File: src/rtl/turfio_cout_rx_if.sv
// Recovered-command stream from the COUT receiver.
// Handshake: valid-only stream. cout_valid_o is a one-cycle strobe and there
// is no ready; the consumer must take cout_command_o/cout_is_train_o on every
// cycle cout_valid_o is high. Payload is only meaningful while valid is high.
interface turfio_cout_rx_if;
  logic [31:0] cout_command_o;
  logic        cout_valid_o;
  logic        cout_is_train_o;

  modport master (output cout_command_o, output cout_valid_o, output cout_is_train_o);
  modport slave  (input  cout_command_o, input  cout_valid_o, input  cout_is_train_o);
endinterface

File: src/rtl/turfio_cout_rx.sv
// COUT link receiver: aligns the 2-bit-per-clock IDDR stream to 32-bit words
// using the training pattern, then emits one recovered word every 16 clocks.
// Optional feature macro: COUT_RX_ERRCNT_EN enables the saturating training
// mismatch counter on err_count_o; without it err_count_o is constant 0.
module turfio_cout_rx #(
  parameter logic              INV_COUT     = 1'b0,
  parameter logic [31:0]       TRAIN_VALUE  = 32'hA55A6996,
  parameter int unsigned       LOCK_COUNT   = 4,
  parameter int unsigned       UNLOCK_COUNT = 3
) (
  input  logic                 if_clk_x2_i,
  input  logic                 if_rst_n_i,
  input  logic [1:0]           cout_dibit_i,
  input  logic                 train_check_i,
  input  logic                 relock_i,
  turfio_cout_rx_if.master     cout_if,
  output logic                 locked_o,
  output logic                 bit_offset_o,
  output logic [15:0]          err_count_o,
  output logic [1:0]           dbg_state_o
);

  typedef enum logic [1:0] {
    ST_HUNT   = 2'd0,
    ST_VERIFY = 2'd1,
    ST_LOCKED = 2'd2
  } state_t;

  localparam logic [3:0] LOCK_N   = 4'(LOCK_COUNT);
  localparam logic [3:0] UNLOCK_N = 4'(UNLOCK_COUNT);

  state_t      state_q, state_d;
  // Only bits 33:3 of the conceptual 34-bit shift register are ever read:
  // both windows are taken from the updated register, so the two bits that
  // shift out below bit 3 are never observed and are not stored.
  logic [33:3] sr_q, sr_d;
  logic [3:0]  ph_q, ph_d;
  logic        off_q, off_d;
  logic [3:0]  cnt_q, cnt_d;
  logic [3:0]  miss_q, miss_d;
  logic [31:0] cmd_q, cmd_d;
  logic        valid_q, valid_d;
  logic        is_train_q, is_train_d;
  logic        locked_q, locked_d;
  logic        bit_off_q, bit_off_d;

  logic [1:0]  dibit;
  logic [31:0] win0, win1, win_sel;
  logic        hit0, hit1, sel_hit, boundary, miss_event;

  // Input polarity fix-up and candidate word windows from the updated register.
  always_comb begin
    dibit    = cout_dibit_i ^ {2{INV_COUT}};
    sr_d     = {dibit[1], dibit[0], sr_q[33:5]};
    win0     = {dibit[1], dibit[0], sr_q[33:4]};
    win1     = {dibit[0], sr_q[33:3]};
    win_sel  = off_q ? win1 : win0;
    hit0     = (win0 == TRAIN_VALUE);
    hit1     = (win1 == TRAIN_VALUE);
    sel_hit  = (win_sel == TRAIN_VALUE);
    boundary = (ph_q == 4'd15);
  end

  // Alignment FSM next state and output/next register values.
  always_comb begin
    state_d    = state_q;
    ph_d       = ph_q + 4'd1;
    off_d      = off_q;
    cnt_d      = cnt_q;
    miss_d     = miss_q;
    cmd_d      = cmd_q;
    valid_d    = 1'b0;
    is_train_d = is_train_q;
    bit_off_d  = bit_off_q;
    miss_event = 1'b0;
    if (relock_i) begin
      state_d = ST_HUNT;
      cnt_d   = '0;
      miss_d  = '0;
    end else begin
      unique case (state_q)
        ST_HUNT: begin
          cnt_d  = '0;
          miss_d = '0;
          if (hit0 || hit1) begin
            // offset 0 wins a tie
            off_d = ~hit0;
            ph_d  = '0;
            cnt_d = 4'd1;
            if (LOCK_N == 4'd1) begin
              state_d   = ST_LOCKED;
              bit_off_d = ~hit0;
            end else begin
              state_d = ST_VERIFY;
            end
          end
        end
        ST_VERIFY: begin
          if (boundary) begin
            if (sel_hit) begin
              cnt_d = cnt_q + 4'd1;
              if (cnt_q + 4'd1 == LOCK_N) begin
                state_d   = ST_LOCKED;
                bit_off_d = off_q;
              end
            end else begin
              state_d = ST_HUNT;
              cnt_d   = '0;
            end
          end
        end
        ST_LOCKED: begin
          if (boundary) begin
            miss_event = train_check_i & ~sel_hit;
            if (miss_event && (miss_q + 4'd1 == UNLOCK_N)) begin
              // the word that drops lock is not emitted
              state_d = ST_HUNT;
              miss_d  = '0;
              cnt_d   = '0;
            end else begin
              if (miss_event)         miss_d = miss_q + 4'd1;
              else if (train_check_i) miss_d = '0;
              cmd_d      = win_sel;
              valid_d    = 1'b1;
              is_train_d = sel_hit;
            end
          end
        end
        default: state_d = ST_HUNT;
      endcase
    end
    locked_d = (state_d == ST_LOCKED);
  end

  // State and datapath registers.
  always_ff @(posedge if_clk_x2_i or negedge if_rst_n_i) begin
    if (!if_rst_n_i) begin
      state_q    <= ST_HUNT;
      sr_q       <= '0;
      ph_q       <= '0;
      off_q      <= 1'b0;
      cnt_q      <= '0;
      miss_q     <= '0;
      cmd_q      <= '0;
      valid_q    <= 1'b0;
      is_train_q <= 1'b0;
      locked_q   <= 1'b0;
      bit_off_q  <= 1'b0;
    end else begin
      state_q    <= state_d;
      sr_q       <= sr_d;
      ph_q       <= ph_d;
      off_q      <= off_d;
      cnt_q      <= cnt_d;
      miss_q     <= miss_d;
      cmd_q      <= cmd_d;
      valid_q    <= valid_d;
      is_train_q <= is_train_d;
      locked_q   <= locked_d;
      bit_off_q  <= bit_off_d;
    end
  end

`ifdef COUT_RX_ERRCNT_EN
  logic [15:0] err_q;

  // Saturating count of training mismatches seen while locked.
  always_ff @(posedge if_clk_x2_i or negedge if_rst_n_i) begin
    if (!if_rst_n_i) begin
      err_q <= '0;
    end else if (relock_i) begin
      err_q <= '0;
    end else if (miss_event && (err_q != 16'hFFFF)) begin
      err_q <= err_q + 16'd1;
    end
  end

  assign err_count_o = err_q;
`else
  assign err_count_o = '0;
`endif

  assign cout_if.cout_command_o  = cmd_q;
  assign cout_if.cout_valid_o    = valid_q;
  assign cout_if.cout_is_train_o = is_train_q;
  assign locked_o                = locked_q;
  assign bit_offset_o            = bit_off_q;
  assign dbg_state_o             = state_q;

endmodule
File: src/flat_wrapper.sv
// flat-port wrapper written by rule: the top's interface ports become plain ports
module turfio_cout_rx_flat 
#(
  parameter logic              INV_COUT     = 1'b0,
  parameter logic [31:0]       TRAIN_VALUE  = 32'hA55A6996,
  parameter int unsigned       LOCK_COUNT   = 4,
  parameter int unsigned       UNLOCK_COUNT = 3
)
  (if_clk_x2_i, if_rst_n_i, cout_dibit_i, train_check_i, relock_i, locked_o, bit_offset_o, err_count_o, dbg_state_o, cout_if_cout_command_o, cout_if_cout_valid_o, cout_if_cout_is_train_o);
  turfio_cout_rx_if cout_if_i ();
  input  logic if_clk_x2_i;
  input  logic if_rst_n_i;
  input  logic [1:0] cout_dibit_i;
  input  logic train_check_i;
  input  logic relock_i;
  output logic locked_o;
  output logic bit_offset_o;
  output logic [15:0] err_count_o;
  output logic [1:0] dbg_state_o;
  output wire logic [$bits(cout_if_i.cout_command_o)-1:0] cout_if_cout_command_o;
  output wire logic [$bits(cout_if_i.cout_valid_o)-1:0] cout_if_cout_valid_o;
  output wire logic [$bits(cout_if_i.cout_is_train_o)-1:0] cout_if_cout_is_train_o;
  assign cout_if_cout_command_o = cout_if_i.cout_command_o;
  assign cout_if_cout_valid_o = cout_if_i.cout_valid_o;
  assign cout_if_cout_is_train_o = cout_if_i.cout_is_train_o;
  turfio_cout_rx #(.INV_COUT(INV_COUT), .TRAIN_VALUE(TRAIN_VALUE), .LOCK_COUNT(LOCK_COUNT), .UNLOCK_COUNT(UNLOCK_COUNT)) u_core (.if_clk_x2_i(if_clk_x2_i), .if_rst_n_i(if_rst_n_i), .cout_dibit_i(cout_dibit_i), .train_check_i(train_check_i), .relock_i(relock_i), .cout_if(cout_if_i), .locked_o(locked_o), .bit_offset_o(bit_offset_o), .err_count_o(err_count_o), .dbg_state_o(dbg_state_o));
endmodule
File: config.mk
export PLATFORM = sky130hd
export DESIGN_NAME = turfio_cout_rx_flat
export DESIGN_NICKNAME = d
export VERILOG_FILES = /design/src/rtl/turfio_cout_rx_if.sv /design/src/rtl/turfio_cout_rx.sv /design/src/flat_wrapper.sv
export SDC_FILE = /design/constraint.sdc
export NUM_CORES = 1
export LEC_CHECK = 0
export CAP_MARGIN = 40
export CORE_MARGIN = 2
export CORE_UTILIZATION = 40
export DETAILED_ROUTE_END_ITERATION = 6
export HOLD_SLACK_MARGIN = 0.03
export MAX_ROUTING_LAYER = met4
export PLACE_DENSITY = 0.61
export SLEW_MARGIN = 25
export SYNTH_ARGS = -nofsm -noshare
export SYNTH_HDL_FRONTEND = slang
export SYNTH_SLANG_ARGS = --single-unit
File: constraint.sdc
create_clock -name if_clk_x2_i -period 3.27 [get_ports if_clk_x2_i]
set_input_delay 0.981 -clock if_clk_x2_i [delete_from_list [all_inputs] [get_ports if_clk_x2_i]]
set_output_delay 0.981 -clock if_clk_x2_i [all_outputs]
set_load 0.1 [all_outputs]
# After elaboration in Yosys (flattened, before gate mapping)
# Cells that the tools add are included.
dict set report word_totals {
  ff_bits 82
  inputBits 6
  word_cells 71
}
dict set report op_classes {
  n_addsub 3
  eq_ne 13
  muxes 29
  bitwise 5
  n_reduce_logical 10
}
# op count
set ops {}
lappend ops {{$eq 32x32->1 const B} 3}
lappend ops {{$mux 4} 13}
lappend ops {{$mux 32} 1}
lappend ops {{$mux 2} 7}
lappend ops {{$add 4x1->4 const B} 3}
lappend ops {{$pmux 4 s3} 1}
lappend ops {{$ne 3x2->1 const B} 3}
lappend ops {{$pmux 4 s2} 1}
lappend ops {{$reduce_and 4->1} 2}
lappend ops {{$pmux 2 s3} 1}
lappend ops {{$reduce_and 3->1} 2}
lappend ops {{$mux 1} 5}
lappend ops {{$ne 5x3->1 const B} 1}
lappend ops {{$reduce_and 5->1} 1}
lappend ops {{$eq 2x2->1 const B} 2}
lappend ops {{$eq 4x2->1 const B} 1}
lappend ops {{$eq 4x3->1 const B} 1}
lappend ops {{$eq 4x4->1 const B} 1}
lappend ops {{$not 1->1} 4}
lappend ops {{$reduce_bool 4->1} 1}
lappend ops {{$reduce_bool 3->1} 1}
lappend ops {{$eq 2x1->1 const B} 1}
lappend ops {{$logic_not 2->1} 1}
lappend ops {{$and 1x1->1} 1}
lappend ops {{2 further kinds} 2}

# Depth between registers and ports, before layout
dict set report depth {
  ltp_word 10
  mapped_depth 10
  ltp_nobuf 8
}

# Worst setup path before layout
# No wires, ideal clock.
dict set report synth_path {
  path_kind {input port to flip-flop}
  startpoint {in cout_dibit_i[0]}
  endpoint {reg u_core.bit_off_q (netlist: u_core.bit_offset_o)}
  setup_ps 128
  t_arrival_ps 2448
  required_ps 3142
  slack_ps 694
  cell_stages 7
  n_path_buf 0
  path_cell_list {nand4bb_1 > nor4_1 > o22ai_2 > nor2_4 > nand2_1 > or3_1 > mux2_1}
}
dict set report synth_via {
  elab_chain_len 3
}
# item line
set synth_lines {}
lappend synth_lines {{start, declared} flat_wrapper.sv:13} ;# input logic [1:0] cout_dibit_i;
lappend synth_lines {{$mux 32} turfio_cout_rx.sv:57} ;# win_sel = off_q ? win1 : win0;
lappend synth_lines {{$eq 32x32->1} turfio_cout_rx.sv:60} ;# sel_hit = (win_sel == TRAIN_VALUE);
lappend synth_lines {{$reduce_and 5->1 (no source line)} --}
lappend synth_lines {{end signal, assigned} turfio_cout_rx.sv:160} ;# bit_off_q <= bit_off_d;
lappend synth_lines {{end, declared} turfio_cout_rx.sv:45} ;# logic bit_off_q, bit_off_d;
# Every way passes these cells.
# A chain may end at the register's enable or synchronous reset.

# Worst setup path after layout
dict set report layout_path {
  startpoint {in cout_dibit_i[0]}
  endpoint {reg u_core.locked_q (netlist: u_core.locked_o)}
}
dict set report layout_via {
  elab_chain_len 10
}
# item line
set layout_lines {}
lappend layout_lines {{$mux 32} turfio_cout_rx.sv:57}
lappend layout_lines {{$eq 32x32->1} turfio_cout_rx.sv:60}
lappend layout_lines {{$not 1->1} turfio_cout_rx.sv:114} ;# miss_event = train_check_i & ~sel_hit;
lappend layout_lines {{$and 1x1->1} turfio_cout_rx.sv:114}
lappend layout_lines {{$logic_and 1x1->1} turfio_cout_rx.sv:115} ;# if (miss_event && (miss_q + 4'd1 == UNLOCK_N)) begin
lappend layout_lines {{$mux 2} turfio_cout_rx.sv:115}
lappend layout_lines {{$mux 2} turfio_cout_rx.sv:113} ;# if (boundary) begin
lappend layout_lines {{$pmux 2 s3 *} turfio_cout_rx.sv:81} ;# unique case (state_q)
lappend layout_lines {{$mux 2 *} turfio_cout_rx.sv:76} ;# if (relock_i) begin
lappend layout_lines {{net u_core.state_d[1]} turfio_cout_rx.sv:32} ;# state_t state_q, state_d;
lappend layout_lines {{$eq 2x2->1 *} turfio_cout_rx.sv:132} ;# locked_d = (state_d == ST_LOCKED);
lappend layout_lines {{net u_core.locked_d} turfio_cout_rx.sv:44} ;# logic locked_q, locked_d;
lappend layout_lines {{end signal, assigned} turfio_cout_rx.sv:159} ;# locked_q <= locked_d;
lappend layout_lines {{end, declared} turfio_cout_rx.sv:44}
# Mark *: on every way through the listed nets, which the timed path passes. The rest lies on a longest branch.

==> flow_results.org <==
** Detailed routing
- Pre-Repair DR Iteration Count :: 4
- Drt initial violations :: 124
- Wire length after detailed routing :: 7714 um
- Via/cell ratio :: 4.987
- Routed length per placed instance :: 14.31 um
- In the routed design, unresolved DRC markers number 0.
- Once detail routing completed, the nets flagged for antenna violations numbered 0.
- The routed layout has 2688 vias.

** Pwr
- The internal power of the cells totals 1.490 mW.
- For this design the ratio of total power to cell area is 438.5 mW/mm^2.
- Switching share of power :: 0.2562
- Of the total power, registers draw 0.530.
- VDD IR-drop max :: 0.2711 mV
- Static leakage :: 2.020 nW
- The share of total power dissipated in the clock network is 0.399.
- NetSw :: 0.5132 mW
- The share of total power dissipated in combinational logic is 0.071.
- Pwr Total :: 2.003 mW

** Floorplan
- For this design the top-level I/O count stands at 60.
- The die is 102.2 um tall.
- In this run the horizontal extent of the chip is 102.2 um.
- The core region is 0.009284 mm^2.
- DIE AREA :: 0.01044 mm^2
- Std-Cell Rows :: 35
- The initial utilization of the core area, before any placement, comes to 0.4151.

** Timing
- Clock Skews :: 8.807 ps
- Peak Freq :: 337.5 MHz
- Setup repair after global routing left no endpoint under its margin.
- In this run the tightest slew margin relative to its limit is 0.5675.
- Setup TNS Final :: 0 ps
- Post-route clock period utilization :: 0.9062
- Final Hold Slack :: 446.9 ps
- After layout, the minimum clock period comes to 2963 ps.
- Setup violation total in the final timing report :: 0
- The number of max-slew violations in the final report came to 0.
- For the pin with the worst max-slew slack, the measured transition is 648.8 ps.
- Across all setup checks in the final design, the least slack found is 306.8 ps.
- The number of failing hold endpoints at the final stage was 0.

** Logic synthesis
- Counting every instance in the synthesized netlist gives 354.
- Top_reg_cell synth :: dfrtp_1
- Share of the yosys chip area belonging to registers :: 0.5325
- Share of the synthesized area in the top cell type :: 0.5325
- Yosys instantiated no cell more often than dfrtp_1.
- Yosys mapped a number of flops with a built-in enable equal to 0.
- In this run, synthesis produced a sequential element count of 82.
- Post-synth ARST share :: 1.000
- Synth warn :: 0
- Total standard cell area after synthesis :: 0.003854 mm^2
- A synthesized cell averages 10.89 um^2.
- Ranked by instance count, the synthesized netlist is headed by dfrtp_1, nand2_1, o21ai_1.
- Yosys attributes the largest share of cell area to dfrtp_1, mux2i_1, nand2_1.
- The synthesized design spends more area on one cell type than any other, namely dfrtp_1.
- Synth cell types :: 60

** CTS
- The number of hold buffers added after CTS was 0.
- Htree depth :: 3
- TritonCTS Sinks :: 82
- Number of resized instances in the post-cts repair step :: 0
- Counting the buffers created by CTS gives 9.
- Counting along the longest clock path gives a buffer depth of 2.
- Clock latency of the later-clocked register in the worst-skew pair :: 350 ps
- In this run the post-CTS setup repair buffer count came out at 0.
- Clock slew seen by the registers of the worst setup and hold paths :: 80 ps
- Root Driver :: clkbuf_8
- TritonCTS clock tree :: done

** Run status
- The run finished with clean final reports.

** Worst setup path
- On the worst path, the slowest cell contributes a delay of 480 ps.
- Among all stages on the critical path, the largest delay is contributed by clkdlybuf4s50_1.
- CP Data Arrival Time :: 3240 ps
- Data on the critical path is required at its endpoint by 3540 ps.
- The number of cells on the worst reg-to-reg path is 7.
- The worst register-to-register path ends at u_core.bit_offset_o.
- Worst-path maximum fanout :: 5
- Worst setup SP type :: primary input
- For flop-to-flop paths, the worst setup slack is 660 ps.
- The worst setup path is captured at a flip-flop.
- Category of the critical setup timing path :: primary input to flip-flop
- Cell Chain, Critical Path :: clkdlybuf4s50_1 -> nand4bb_1 -> nor4_1 -> o22ai_2 -> buf_4 -> nor2_1 -> o21ai_1 -> a31oi_1 -> a21boi_1
- In this run the critical register-to-register path is launched from u_core.off_q.

** Placement
- Prior to clock tree synthesis, the placed netlist has a worst setup slack of -9.707 ps.
- The congestion estimate from routability-driven global placement came to 0.8815.
- HPWL reported at the end of detailed placement :: 5570 um
- Port buffer count :: 43
- DP Cell Count :: 523

** Final layout
- Antenna diode instance count :: 0
- Final std cells w/o fill :: 539
- Of the cells placed in the final design, the portion with a size suffix greater than 1 is 0.1878.
- The area growth from synthesis to layout is 18.54%.
- The net count of the finished layout is 420.

** Global route
- GRT Util Overall :: 0.1685
- Antenna violations before repair :: 0
- Entering global routing, the biggest net connects 51 pins.
- The total overflow left after global routing is 0.
- Vias in the first global route :: 2720
- The first global-routing pass estimated 13410 um of wire.

** Hold path
- Startpoint of the lowest-slack hold path :: u_core.sr_q[24]
- Hold/Removal Path Class :: flip-flop to flip-flop
- Along the worst hold path, the cell count comes to 0.
- Hold endpoint :: u_core.sr_q[22]

** Job
- Across the run, the number of max-cap violations was 0.
==> through the flow <==
step | utilization | instance area (um^2)
6_report | 0.4920 | 4568
4_1_cts | 0.4920 | 4568
3_3_place_gp | 0.4686 | 4350
3_5_place_dp | 0.4686 | 4350
2_1_floorplan | - | 3910
5_1_grt | 0.4920 | 4568
==> worst max-delay path: cells and delay by family <==
family	cells	cell delay (ps)
AND/OR/NAND/NOR	3	880
AO/OA/AOI/OAI	4	730
buffers and inverters	2	650
==> power groups by stage <==
stage | Sequential [mW] | Clock [mW] | Combinational (mW)
4_1_cts | 1.06 | 0.831 | 0.145
3_3_place_gp | 1.08 | 0 | 0.144
6_report | 1.06 | 0.800 | 0.143
3_5_place_dp | 1.08 | 0 | 0.145
2_1_floorplan | 1.07 | 0 | 0.122
5_1_grt | 1.06 | 0.873 | 0.154
==> cell type report <==
cell class / instances / area [um^2]
Sequential cell: 82 / 2053
Clock buffer: 10 / 127.6
Inverter: 11 / 41.29
Fill cell: 874 / 4716
Multi-Input combinational cell: 248 / 1662
Timing Repair Buffer: 53 / 432.9
Clock inverter: 6 / 90.09
Tap cell: 129 / 161.4
==> kinds of logic (layout without fill, tap and decap cells) <==
logic type | count (synthesis) | after routing | synth area share
flip-flops | 82 | 82 | 0.5325
AO/OA/AOI/OAI | 68 | 68 | 0.1133
AND/OR/NAND/NOR | 119 | 119 | 0.1743
other | 1 | 16 | 0.0009731
multiplexers | 33 | 33 | 0.08734
buffers and inverters | 39 | 80 | 0.05552
adder cells (fa/ha/maj) | 9 | 9 | 0.02922
XOR/XNOR | 3 | 3 | 0.006819
==> how the worst max path moves through the flow <==
stage	startpoint	endpoint	cells past startpoint	slack, ps
5_1_grt	cout_dibit_i[0]	u_core.dbg_state_o[0]	9	140
6_report	cout_dibit_i[0]	u_core.locked_o	9	310
2_1_floorplan	cout_dibit_i[0]	u_core.bit_offset_o	7	690
3_5_place_dp	cout_dibit_i[0]	u_core.bit_offset_o	8	-10
3_3_place_gp	cout_dibit_i[0]	u_core.bit_offset_o	8	30
4_1_cts	cout_dibit_i[0]	u_core.bit_offset_o	8	370
==> routing by layer <==
metal  track usage  share of wire  vias up
met2        0.2601           0.48       65
met3       0.04720          0.049        8
met5             -              0        -
li1              -              -     1332
met4       0.05231         0.0088        0
met1        0.2168           0.47     1283
==> registers in the layout, summed over array words and instances, names as in the netlist, 2 cells and up <==
name	flops
u_core.sr_q	31
u_core.ph_q	4
u_core.miss_q	4
u_core.cout_if.cout_command_o	32
u_core.dbg_state_o	2
u_core.cnt_q	4
==> cells in the final DEF (no fill, tap or decap), drive strengths merged, types with 4 or more instances in the layout <==
cell type | synthesis | routed
nor3b | 5 | 5
buf | 22 | 49
inv | 11 | 12
nor2 | 12 | 12
nand2 | 46 | 46
dfrtp | 82 | 82
conb | 1 | 16
a21oi | 4 | 4
nand2b | 5 | 5
o21ai | 38 | 38
nor4 | 6 | 6
nand3 | 9 | 9
mux2i | 28 | 28
ha | 9 | 9
nand4b | 5 | 5
and3 | 4 | 4
clkbuf | 6 | 10
a21boi | 4 | 4
mux2 | 5 | 5
clkdlybuf4s50 | 0 | 4
Power figures use the tool's default switching activity.
